**src/rtl/rotl_pkg.sv**
```systemverilog
// Shared types and default sizing for the pipelined left-rotate shifter.
package rotl_pkg;

    localparam int ROTL_WIDTH = 8;
    localparam int ROTL_SHW   = 3;

    typedef logic [ROTL_WIDTH-1:0] rotl_word_t;
    typedef logic [ROTL_SHW-1:0]   rotl_amt_t;

    typedef struct packed {
        logic       v;
        rotl_word_t data;
        rotl_amt_t  amt;
    } rotl_stage_t;

endpackage

```
**src/rtl/rotl_stage.sv**
```systemverilog
// One pipeline register of rotl_pipe: conditionally rotates left by 2^K on capture.
module rotl_stage
    import rotl_pkg::*;
#(
    parameter int WIDTH = ROTL_WIDTH,
    parameter int SHW   = $clog2(WIDTH),
    parameter int K     = 0
) (
    input  logic             clk,
    input  logic             rst,
    input  logic             i_en,
    input  logic             i_v,
    input  logic [WIDTH-1:0] i_data,
    input  logic [SHW-1:0]   i_amt,
    output logic             o_v,
    output logic [WIDTH-1:0] o_data,
    output logic [SHW-1:0]   o_amt
);

    localparam int SH = 1 << K;

    logic             r_v;
    logic [WIDTH-1:0] r_data;
    logic [SHW-1:0]   r_amt;
    logic [WIDTH-1:0] w_rot;

    assign w_rot = {i_data[WIDTH-1-SH:0], i_data[WIDTH-1:WIDTH-SH]};

    // Payload only moves with a valid word so an idle stage keeps its last contents.
    always_ff @(posedge clk or posedge rst) begin
        if (rst) begin
            r_v    <= 1'b0;
            r_data <= '0;
            r_amt  <= '0;
        end else if (i_en) begin
            r_v <= i_v;
            if (i_v) begin
                r_data <= i_amt[K] ? w_rot : i_data;
                r_amt  <= i_amt;
            end
        end
    end

    assign o_v    = r_v;
    assign o_data = r_data;
    assign o_amt  = r_amt;

endmodule

```
**src/rtl/rotl_pipe.sv**
```systemverilog
// Pipelined left-rotate barrel shifter with valid/ready on both sides.
// Optional transfer counter port out_count when ROTL_PIPE_COUNT_EN is defined.
module rotl_pipe
    import rotl_pkg::*;
#(
    parameter int WIDTH = ROTL_WIDTH,
    parameter int SHW   = $clog2(WIDTH)
) (
    input  logic             clk,
    input  logic             rst,
    input  logic             in_valid,
    output logic             in_ready,
    input  logic [WIDTH-1:0] in_data,
    input  logic [SHW-1:0]   in_amt,
    output logic             out_valid,
    input  logic             out_ready,
    output logic [WIDTH-1:0] out_data
`ifdef ROTL_PIPE_COUNT_EN
    ,
    output logic [31:0]      out_count
`endif
);

    // Index 0 is the input port; index k+1 is the output of stage k.
    logic [SHW:0]            w_v;
    logic [SHW:0][WIDTH-1:0] w_data;
    logic [SHW:0][SHW-1:0]   w_amt;
    logic [SHW:0]            w_rdy;
    logic [SHW-1:0]          w_unused_amt;

    assign w_v[0]    = in_valid;
    assign w_data[0] = in_data;
    assign w_amt[0]  = in_amt;
    assign w_rdy[SHW] = out_ready;

    genvar k;
    generate
        for (k = 0; k < SHW; k++) begin : g_stage
            // A stage may capture if downstream takes its word or it is empty.
            assign w_rdy[k] = w_rdy[k+1] | ~w_v[k+1];

            rotl_stage #(
                .WIDTH (WIDTH),
                .SHW   (SHW),
                .K     (k)
            ) u_stage (
                .clk    (clk),
                .rst    (rst),
                .i_en   (w_rdy[k]),
                .i_v    (w_v[k]),
                .i_data (w_data[k]),
                .i_amt  (w_amt[k]),
                .o_v    (w_v[k+1]),
                .o_data (w_data[k+1]),
                .o_amt  (w_amt[k+1])
            );
        end
    endgenerate

    assign w_unused_amt = w_amt[SHW];

    assign in_ready  = w_rdy[0];
    assign out_valid = w_v[SHW];
    assign out_data  = w_data[SHW];

`ifdef ROTL_PIPE_COUNT_EN
    logic [31:0] r_count;
    logic        w_out_fire;

    assign w_out_fire = out_valid & out_ready;

    always_ff @(posedge clk or posedge rst) begin
        if (rst)
            r_count <= '0;
        else if (w_out_fire)
            r_count <= r_count + 32'd1;
    end

    assign out_count = r_count;
`endif

endmodule

```
**config.mk**
```make
export PLATFORM = sky130hd
export DESIGN_NAME = rotl_pipe
export DESIGN_NICKNAME = d
export VERILOG_FILES = /design/src/rtl/rotl_pkg.sv /design/src/rtl/rotl_stage.sv /design/src/rtl/rotl_pipe.sv
export SDC_FILE = /design/constraint.sdc
export NUM_CORES = 1
export LEC_CHECK = 0
export CORE_MARGIN = 4
export CORE_UTILIZATION = 40
export DETAILED_ROUTE_END_ITERATION = 10
export HOLD_SLACK_MARGIN = 0.15
export PLACE_DENSITY_LB_ADDON = 0.25
export SLEW_MARGIN = 0
export SYNTH_ARGS = -nofsm -noshare
export SYNTH_HDL_FRONTEND = slang
export SYNTH_SLANG_ARGS = --single-unit
```
**constraint.sdc**
```tcl
create_clock -name clk -period 1.4 [get_ports clk]
set_input_delay 0.21 -clock clk [delete_from_list [all_inputs] [get_ports clk]]
set_output_delay 0.21 -clock clk [all_outputs]
set_load 0.02 [all_outputs]
```
==> results by group <==
GRT
  – Vias in the first global route: ~1100
  – Largest net degree at the start of global routing: 31
  – First-pass GRT wire length: between 4000 and 5000 um
  – GR Util All Layers: approximately an eighth
  – Final global-route overflow total: 0
  – Initial antenna violation count: 0

Die
  – Die Wd: between 60 and 70 um
  – Initial Util: between 40% and 50%
  – # rows: 21
  – Die height: 69.0 um
  – Core area: between 3000 and 4000 um2
  – Die area: around 4800 um2
  – Top-Level Pins: 25

Synth
  – XOR/XNOR Fraction of Synth Area: 0%
  – Syn_nets: around 140
  – Simple-gate share of the synthesized area: roughly 6.0%
  – Largest family of logic cells by synthesized area: compound AO/OA/AOI/OAI gates
  – Yosys reg bits: 30
  – Post-synth top area cell: dfrtp_1
  – Post-synthesis sequential area ratio: 50.4%
  – Yosys top cell area share: 50.4%
  – Distinct cell type count after synthesis: 19
  – Synth warn: 0
  – Post-Syn Instances: approximately 130
  – Mean Syn Cell Area: around 12 um2
  – Top post-synthesis cells by area: dfrtp_1 (50%), mux2i_1 (16%), a21oi_1 (8.1%)
  – Mux contribution to synthesized area: around 18%
  – Mapped Area: between 1000 and 1500 um2
  – Synth Area in Compound Gates: approximately a fifth
  – Adder-Cell Fraction of Synth Area: 0%

STA
  – Actual slew at the worst max-slew pin: 0.422 ns
  – Crit share post-route: a little over nine tenths
  – Max-slew headroom: 71.9%
  – Final Slew Violations: 0
  – Final worst path period need: about 1.3 ns
  – Fmax: between 0.7 and 0.8 GHz
  – Hold slack: just under 0.3 ns
  – Clk_skew: ~0.0066 ns
  – RSZ-0062 raised after global routing: no
  – Final Setup Violations: 0
  – Fin. Hold Viols: 0

Power
  – Switch Pwr: roughly 900 uW
  – Pwr Density: 1520 nW/um2
  – Sequential share of power: 43.6%
  – Clk network pwr share: between 20 and 30%
  – Switching Share: about a third
  – Int Power: 1970 uW
  – Gate power share: between 20% and 30%
  – Leak pwr: 0.000808 uW
  – Peak supply drop: 0.683 mV

Clock tree
  – CTS tree: yes
  – CTS sink count: 30
  – CTS Hold Bufs: 0
  – Setup Buffers After CTS: 0
  – Skew-Pair Late Insertion Delay: about 0.28 ns
  – Clk root buf: clkbuf_8
  – Maximum clock path buffer count: 2
  – Htree depth: 2
  – Clock slew at reported path FFs: ~0.060 ns
  – TritonCTS buffer count: 5

Job
  – Number of max-cap violations: 0

Setup path
  – Critical Path RT: 1.56 ns
  – Crit Path Category: input port to flop
  – Max Fanout on Critical Path: 18
  – Crit end category: flop
  – Setup crit start kind: input port
  – Critical path data arrival time: 1.49 ns

Detailed routing
  – ANT nets after route: 0
  – Vias per cell: just over 5
  – Wire per inst: 12.8 um
  – DRC Markers: 0
  – Initial DRC count: 17
  – Via count of the routed design: roughly 1000
  – Pre-Repair DR Iteration Count: 4
  – Final wirelength: roughly 2600 um

Layout
  – Final Cell Area: roughly 1900 um2
  – Area Overhead vs Synth: 26.6%
  – Sequential cell area: around 750 um2
  – Fillers: 354
  – Share of cells above drive strength 1: approximately 22%
  – Diodes inserted: 0
  – Area of the multi-input gates: 653 um2
  – Total Nets Final: approximately 170

Placement
  – PortBufs: 24
  – DPL Wire Length: around 2000 um
  – RD Place Congestion: 0.695
  – Cell area after placement: 1790 um2

Status
  – Outcome: complete, no violations

Worst hold path
  – Worst min-delay path category: input port to asynchronous set/reset pin
[placed cells by master, fill, tap and decap left out]
cell type,n
nand4b_4,1
a21oi_2,8
nand2b_2,1
clkdlybuf4s50_1,14
dfrtp_1,30
buf_4,10
a21oi_1,24
nand3b_4,1
mux2_2,3
nand2b_1,2
buf_2,1
and2_4,1
dlygate4sd2_1,9
clkbuf_8,8
nand2_1,2
inv_1,1
or2b_1,1
mux2i_1,24
a31oi_1,16
buf_6,1
[sequential cells by signal, indices dropped and copies added (netlist names)]
| signal | cells |
|---|---|
| g_stage.u_stage.o_data | 24 |
| g_stage.u_stage.o_v | 3 |
| g_stage.u_stage.o_amt | 3 |
[cells in the mapped netlist]
cell type / n
dfrtp_1: 30
a21oi_1: 24
mux2i_1: 24
a31oi_1: 16
a21oi_2: 8
buf_6: 3
clkbuf_2: 3
mux2_2: 3
buf_2: 2
buf_4: 2
clkbuf_1: 2
nand2_1: 2
nand2b_1: 2
and2_4: 1
inv_1: 1
nand2b_2: 1
nand3b_4: 1
nand4b_4: 1
or2b_1: 1
[cells by family after synthesis]
family / after synthesis
muxes: 27
buffers and inverters: 13
AOI/OAI and AO/OA: 48
and+or+nand+nor: 9
DFF: 30
[critical path, stage by stage]
cell             delay, ns
clkdlybuf4s50_1       0.44
nand4b_4              0.21
buf_6                 0.18
nand2_1               0.11
mux2_2                0.34
[metal layers]
layer  routed length (um)  global-route usage (%)  vias to the layer above
met5                    0                       0                        -
met4                   57                    5.86                        0
met3                  129                    4.51                        5
met2                 1350                    21.9                       25
met1                 1080                    11.9                      480
li1                     -                       -                      529
[timing repair]
item / 4_1_cts / 5_1_grt
hold endpoints to repair: 0 / 0
endpoints found under the setup margin: 10 / 3
resized for setup: 12 / 2
[area by class of cell]
| type | count | area share (%) |
|---|---|---|
| clock buffers | 8 | 5.84 |
| inverters | 1 | 0.199 |
| multi-input cells | 84 | 34.6 |
| flip-flops and latches | 30 | 39.8 |
| well taps | 46 | 3.05 |
| repair buffers | 35 | 16.5 |
[power groups by stage]
| stage | logic (uW) | clock network (uW) | registers [uW] |
|---|---|---|---|
| floorplan | 518 | 0 | 1320 |
| global placement | 880 | 0 | 1260 |
| detailed placement | 891 | 0 | 1280 |
| CTS | 826 | 836 | 1260 |
| global route | 888 | 879 | 1290 |
| finish | 812 | 810 | 1250 |
[metrics by stage]
stage	setup slack (ns)	utilization [%]	setup TNS [ns]	total power [uW]	std cells
after floorplan	0.0689	-	0	1840	127
after global placement	-0.292	51.6	-0.748	2140	196
after detailed placement	-0.287	51.6	-0.845	2170	196
after CTS	0.0291	54.4	0	2920	204
after global routing	0.0151	54.4	0	3050	204
final	0.0725	54.4	0	2870	204
[path summary, 6_finish.rpt]
check,start,end,slack [ns],cells after the start
min in group clk,g_stage[0].u_stage.o_amt[2],g_stage[1].u_stage.o_amt[2],0.50,1
min,rst,g_stage[1].u_stage.o_v,0.30,3
max,out_ready,g_stage[0].u_stage.o_amt[2],0.07,5
min reg2reg,g_stage[0].u_stage.o_amt[2],g_stage[1].u_stage.o_amt[2],0.50,1
max reg2reg,g_stage[2].u_stage.o_v,g_stage[0].u_stage.o_amt[2],0.10,4
max in group asynchronous,rst,g_stage[0].u_stage.o_amt[2],0.83,3
(Power assumes the default switching activity.)
==> RTL edit 1: new RTL, same settings <==
Change the package constant `ROTL_WIDTH` from 8 to 16.
--- a/src/rtl/rotl_pkg.sv
+++ b/src/rtl/rotl_pkg.sv
@@ -1,7 +1,7 @@
 // Shared types and default sizing for the pipelined left-rotate shifter.
 package rotl_pkg;
 
-    localparam int ROTL_WIDTH = 8;
+    localparam int ROTL_WIDTH = 16;
     localparam int ROTL_SHW   = 3;
 
     typedef logic [ROTL_WIDTH-1:0] rotl_word_t;
Ports: changed (resized in_amt, in_data and out_data); port bits go from 25 to 42. The function was not compared with the original's and may differ.
==> RTL edit 1 against the original RTL <==
- the flow now finishes with violations (negative setup slack)
- power rose to 2.7 times the old value
- count of clock-buffer cells in the layout up 2
- final area up 130%
- wire length up 150%
- hold slack better by 0.013 ns
- sequential cell count up 44
- synthesized area up 140%
- cell count up 110%
- worst setup slack worse by 0.18 ns
==> RTL edit 1: results (changes against the original RTL) <==
placement:
  io_buffer_count: 41  # +71%
  dp_hpwl_mm: 4.45  # +120%
  gp_congestion: 0.761  # +9.6%
  dp_worst_setup_slack_ns: -0.463  # -0.176 ns
routing:
  drt_pre_antenna_iters: 4  # unchanged
  drt_iter0_markers: 56  # +39
  routedWlPerCell_um: 14.9  # +16%
  vias_per_cell: 5.05  # -0.75%
synthesis:
  post_synth_fa_ha_maj_area_fraction_pct: 0  # unchanged
  fraction_of_the_mapped_netlist_area_in_compound_gates_pct: 9.96  # -9.5 points
  synth_xor_area_share_pct: 0  # unchanged
  synth.cells.most_frequent: "74 x dfrtp_1, 64 x a21oi_1, 60 x mux2_2, 32 x mux2i_1, 11 x buf_2"
  synth-seq-area-share_pct: 52.4  # +2.0 points
  synth_cell_types: 20  # +1
  yosys-top-cells-area: "dfrtp_1 52%, mux2_2 19%, a21oi_1 9.1%"
  proportion_of_synthesized_area_in_mux_cells_pct: 32.5  # +14 points
  syn_nets: 300  # +110%
  yosys_most_used_dff: "dfrtp_1"
critical_path:
  r2r_cells: 4  # unchanged
  critPathLaunch: "g_stage[2].u_stage.o_v"
  crit_path_max_fanout: 19  # +1
  critical_path_data_arrival_time_ns: 1.74  # +0.25 ns
  critPathCapture: "g_stage[0].u_stage.o_data[4]"
  timing.critical_path.max_delay_family: "flip-flops"
  cp_slowest_cell: "dfrtp_1"
  critical-path-max-stage-delay_ns: 0.39  # -0.05 ns
  worst_r2r_dst: "g_stage[0].u_stage.o_data[4]"
run_status:
  failed_checks: "negative setup slack"
  outcome: "complete, but fails checks"
cts:
  cts_resized: 24  # +12
  worst_skew_late_latency_ns: 0.34  # +0.06 ns
  cts.reportedPaths.clkPinSlew_ns: 0.08  # +0.02 ns
  cts_made_buffers: 9  # +4
  cts.htree.levels: 3  # +1
global_route:
  grt_first_pass_wirelength_mm: 10.8  # +130%
  grt_start_max_net_pins: 75  # +140%
  grtUsageTotal_pct: 13.3  # +1.2 points
sta:
  final.setup.worst_slack_ns: -0.105  # -0.177 ns
  finalSetupViolCount: 39  # +39
  finalClockSkew_ns: 0.00693  # +0.000352 ns
  worst_pin_slew_ns: 0.389  # -0.0326 ns
  worst_hold_slack_ns: 0.309  # +0.0132 ns
finish:
  nets: 349  # +100%
  max_reg_flops: 64  # +170%
  final_layout_size_suffix_gt1_share_pct: 33.7  # +12 points
power_and_ir_drop:
  worst_ir_drop_vdd_mv: 0.539  # -21%
  power.leakage_nw: 1.90  # +130%
hold_path:
  hold_path.class: "in -> async"
==> RTL edit 1: cell count changes after synthesis, moves of 3 or more <==
cell and delta:
clkbuf_2 -3, buf_2 +9, dfrtp_1 +44, mux2_2 +57, a21oi_2 -8, mux2i_1 +8
a21oi_1 +40, mux2_4 +10, clkbuf_1 +5, a31oi_1 -16
==> RTL edit 1: stage by stage <==
stage | TNS [ns] | total power, mW | instance area (um^2) | utilization (%) | instances
detailed placement | -24.29 | 6.34 | 4240 | 49.0 | 421
global placement | -22.89 | 6.27 | 4240 | 49.0 | 421
CTS | -2.74 | 7.85 | 4410 | 51.0 | 436
global route | -4.22 | 8.29 | 4430 | 51.3 | 437
finish | -2.02 | 7.76 | 4430 | 51.3 | 437
floorplan | -2.69 | 5.31 | 3590 | - | 276
==> RTL edit 1: kinds of logic after synthesis <==
family / after synthesis
AO/OA/AOI/OAI: 67
buffers and inverters: 24
flip-flops: 74
multiplexers: 102
AND/OR/NAND/NOR: 9
==> RTL edit 1: power breakdown <==
group / switching [mW] / internal (mW)
clock network: 0.762 / 0.855
logic: 1.23 / 1.55
registers: 0.499 / 2.86
total: 2.49 / 5.27
==> RTL edit 1: routing by layer <==
metal | up-vias | track usage (%) | wire [um] | part of all wire [%]
met5 | - | 0 | 0 | 0
met3 | 8 | 4.10 | 358 | 5.5
met4 | 0 | 4.54 | 80 | 1.2
li1 | 1096 | - | - | -
met2 | 52 | 20.0 | 2850 | 44
met1 | 1053 | 18.3 | 3210 | 49
==> RTL edit 1: final cells by class <==
| class | instances | area [um^2] |
|---|---|---|
| well taps | 108 | 135 |
| fillers | 778 | 4210 |
| clock inverters | 5 | 55.1 |
| multi-input cells | 178 | 1600 |
| repair buffers | 59 | 629 |
| flip-flops and latches | 74 | 1850 |
| inverters | 3 | 15.0 |
| clock buffers | 10 | 138 |
==> RTL edit 2: new RTL, same flow settings <==
Without the edit above. Build with the macro `ROTL_PIPE_COUNT_EN` defined.
--- a/src/rtl/rotl_pipe.sv
+++ b/src/rtl/rotl_pipe.sv
@@ -1,5 +1,7 @@
 // Pipelined left-rotate barrel shifter with valid/ready on both sides.
 // Optional transfer counter port out_count when ROTL_PIPE_COUNT_EN is defined.
+`define ROTL_PIPE_COUNT_EN
+
 module rotl_pipe
     import rotl_pkg::*;
 #(
Behaviour (old outputs only; new: out_count): unchanged (equiv_simple and equiv_induct, registers matched by name and starting in step).
==> RTL edit 2 against the original RTL <==
- synthesized cell count grew 96%
- highest routed layer unchanged
- count of clock-buffer cells in the layout grew 7
- power grew 89%
- sequential share of layout area shrank 2.7 points
- sequential cell count grew 32
- sequential power grew 90%
- clock skew grew 0.0047 ns
- via count grew 110%
- synthesized area grew 86%
- the flow now finishes with violations (negative setup slack)
- wire length grew 130%
- register-to-register slack lost 0.26 ns
- worst setup slack lost 0.24 ns
- die area grew 75%
- final area grew 120%
==> RTL edit 2: results (changes against the original RTL) <==
critical_path:
  critical_path.reg2reg.startpoint: "out_count[0]"
  critical_path_data_arrival_time_ns: 1.78  # +0.29 ns
  timing.critical_path.max_delay_family: "simple AND/OR/NAND/NOR gates"
  crit_path_max_fanout: 8  # -10
  critical-path-max-stage-delay_ns: 0.41  # -0.03 ns
  cp_slowest_cell: "dfrtp_2"
  worst_r2r_dst: "out_count[31]"
  r2r_cells: 6  # +2
sta:
  finalClockSkew_ns: 0.0113  # +0.00472 ns
  worst_pin_slew_ns: 0.488  # +0.0660 ns
  final.setup.worst_slack_ns: -0.163  # -0.235 ns
  finalSetupViolCount: 17  # +17
synthesis:
  synth_xor_area_share_pct: 9.79  # +9.8 points
  synth_cell_types: 31  # +12
  syn_nets: 265  # +87%
  post_synth_fa_ha_maj_area_fraction_pct: 0.451  # +0.45 points
  fraction_of_the_mapped_netlist_area_in_compound_gates_pct: 4.33  # -15 points
  synth_cells: 249  # +96%
  synth.cells.most_frequent: "62 x dfrtp_1, 40 x nand2_1, 24 x mux2i_1, 24 x o21ai_0, 19 x xnor2_1"
  synth-seq-area-share_pct: 55.9  # +5.5 points
  yosys-top-cells-area: "dfrtp_1 56%, mux2i_1 8.7%, xnor2_1 6.0%"
  ys_warn_count: 0  # unchanged
  proportion_of_synthesized_area_in_mux_cells_pct: 10.3  # -8.1 points
finish:
  nets: 373  # +120%
  max_reg_flops: 32  # +33%
  finish.cell_count_without_fillers: 442  # +120%
  final_layout_size_suffix_gt1_share_pct: 36.7  # +15 points
global_route:
  grtUsageTotal_pct: 15.6  # +3.6 points
  antenna_found_initial: 0  # unchanged
  grt_first_pass_wirelength_mm: 10.3  # +120%
  grt_start_max_net_pins: 48  # +55%
  grt_pass1_vias: 2231  # +110%
placement:
  gp_congestion: 0.799  # +15%
  dp_hpwl_mm: 4.11  # +110%
  dp.cells: 414  # +110%
  io_buffer_count: 56  # +130%
  post_dp_cell_area_um2: 3760  # +110%
cts:
  worst_skew_late_latency_ns: 0.34  # +0.06 ns
  cts_made_buffers: 9  # +4
  clock_tree.root_cell: "clkbuf_8"
  cts.htree.levels: 3  # +1
routing:
  met1Wirelength_mm: 2.80  # +160%
  drt_iter0_markers: 75  # +58
  met2_routed_length_mm: 2.87  # +110%
  met3WireLength_um: 226  # +75%
  vias: 2133  # +110%
  routedWlPerCell_um: 13.6  # +6.1%
  drt_pre_antenna_iters: 2  # -2
  top_layer_used: "met4"
run:
  drv_cap: 0  # unchanged
power_and_ir_drop:
  worst_ir_drop_vdd_mv: 0.839  # +23%
  power.leakage_nw: 2.12  # +160%
  proportion_of_power_drawn_by_combinational_gates_pct: 27.1  # -1.2 points
  swShare_pct: 30.1  # -1.3 points
run_status:
  failed_checks: "negative setup slack"
  outcome: "complete, but fails checks"
hold_path:
  hold_path.class: "in -> async"
-- RTL edit 2: worst max-delay path by stage --
stage	from	end	slack, ns	depth (start not counted)
2_1_floorplan	out_count[8]	out_count[28]	-0.15	6
3_3_place_gp	out_ready	out_count[31]	-0.50	6
3_5_place_dp	out_ready	out_count[27]	-0.56	6
4_1_cts	out_count[1]	out_count[27]	-0.13	6
5_1_grt	out_count[0]	out_count[27]	-0.23	6
6_report	out_count[0]	out_count[31]	-0.16	6
-- RTL edit 2: area by class of cell --
class	count	area (um^2)
Clock buffer	15	166
Clock inverter	1	30.0
Fill cell	571	2540
Inverter	5	25.0
Multi-Input combinational cell	174	1400
Sequential cell	62	1570
Tap cell	80	100
Timing Repair Buffer	105	932
-- RTL edit 2: what timing repair did --
item / CTS / global route
setup endpoints to repair: 62 / 37
buffers inserted: 10 / 4
hold buffers: 0 / 0
gates resized for setup: 96 / 39
pin swaps: 15 / 18
-- RTL edit 2: metal layers --
layer / GRT usage [%] / vias to the layer above
met3: 3.73 / 11
li1: - / 1060
met1: 19.9 / 1017
met5: 0 / -
met2: 24.7 / 45
met4: 8.17 / 0
-- RTL edit 2: per-stage QoR --
stage	hold slack, ns	setup WS, ns	TNS (ns)	utilization, %	power (mW)
floorplan	0.318	-0.154	-1.36	-	3.09
global placement	0.462	-0.496	-14.36	55.6	3.80
detailed placement	0.470	-0.558	-16.22	55.6	3.84
CTS	0.282	-0.127	-0.843	61.3	5.45
global route	0.319	-0.226	-2.88	62.5	5.73
finish	0.290	-0.163	-1.42	62.5	5.42
-- RTL edit 2: worst reg2reg max path: cells and delay by family, from the launching register on --
family	cells	cell delay (ns)
DFF	1	0.41
xor gates and xnor gates	1	0.14
buffers and inverters	1	0.16
and+or+nand+nor	4	0.74
-- RTL edit 2: power by group through the flow --
stage / Combinational, mW / Sequential (mW) / Clock [mW]
2_1_floorplan: 0.509 / 2.58 / 0
3_3_place_gp: 1.42 / 2.37 / 0
3_5_place_dp: 1.44 / 2.40 / 0
4_1_cts: 1.46 / 2.38 / 1.61
5_1_grt: 1.61 / 2.42 / 1.70
6_report: 1.47 / 2.38 / 1.57
-- RTL edit 2: kinds of logic (layout without fill, tap and decap cells) --
logic type                 count (synthesis)  in the layout
AOI/OAI and AO/OA                         24             24
adders and majority gates                  1              1
buffers and inverters                     13            126
xor gates and xnor gates                  31             31
muxes                                     28             28
DFF                                       62             62
and+or+nand+nor                           90             90
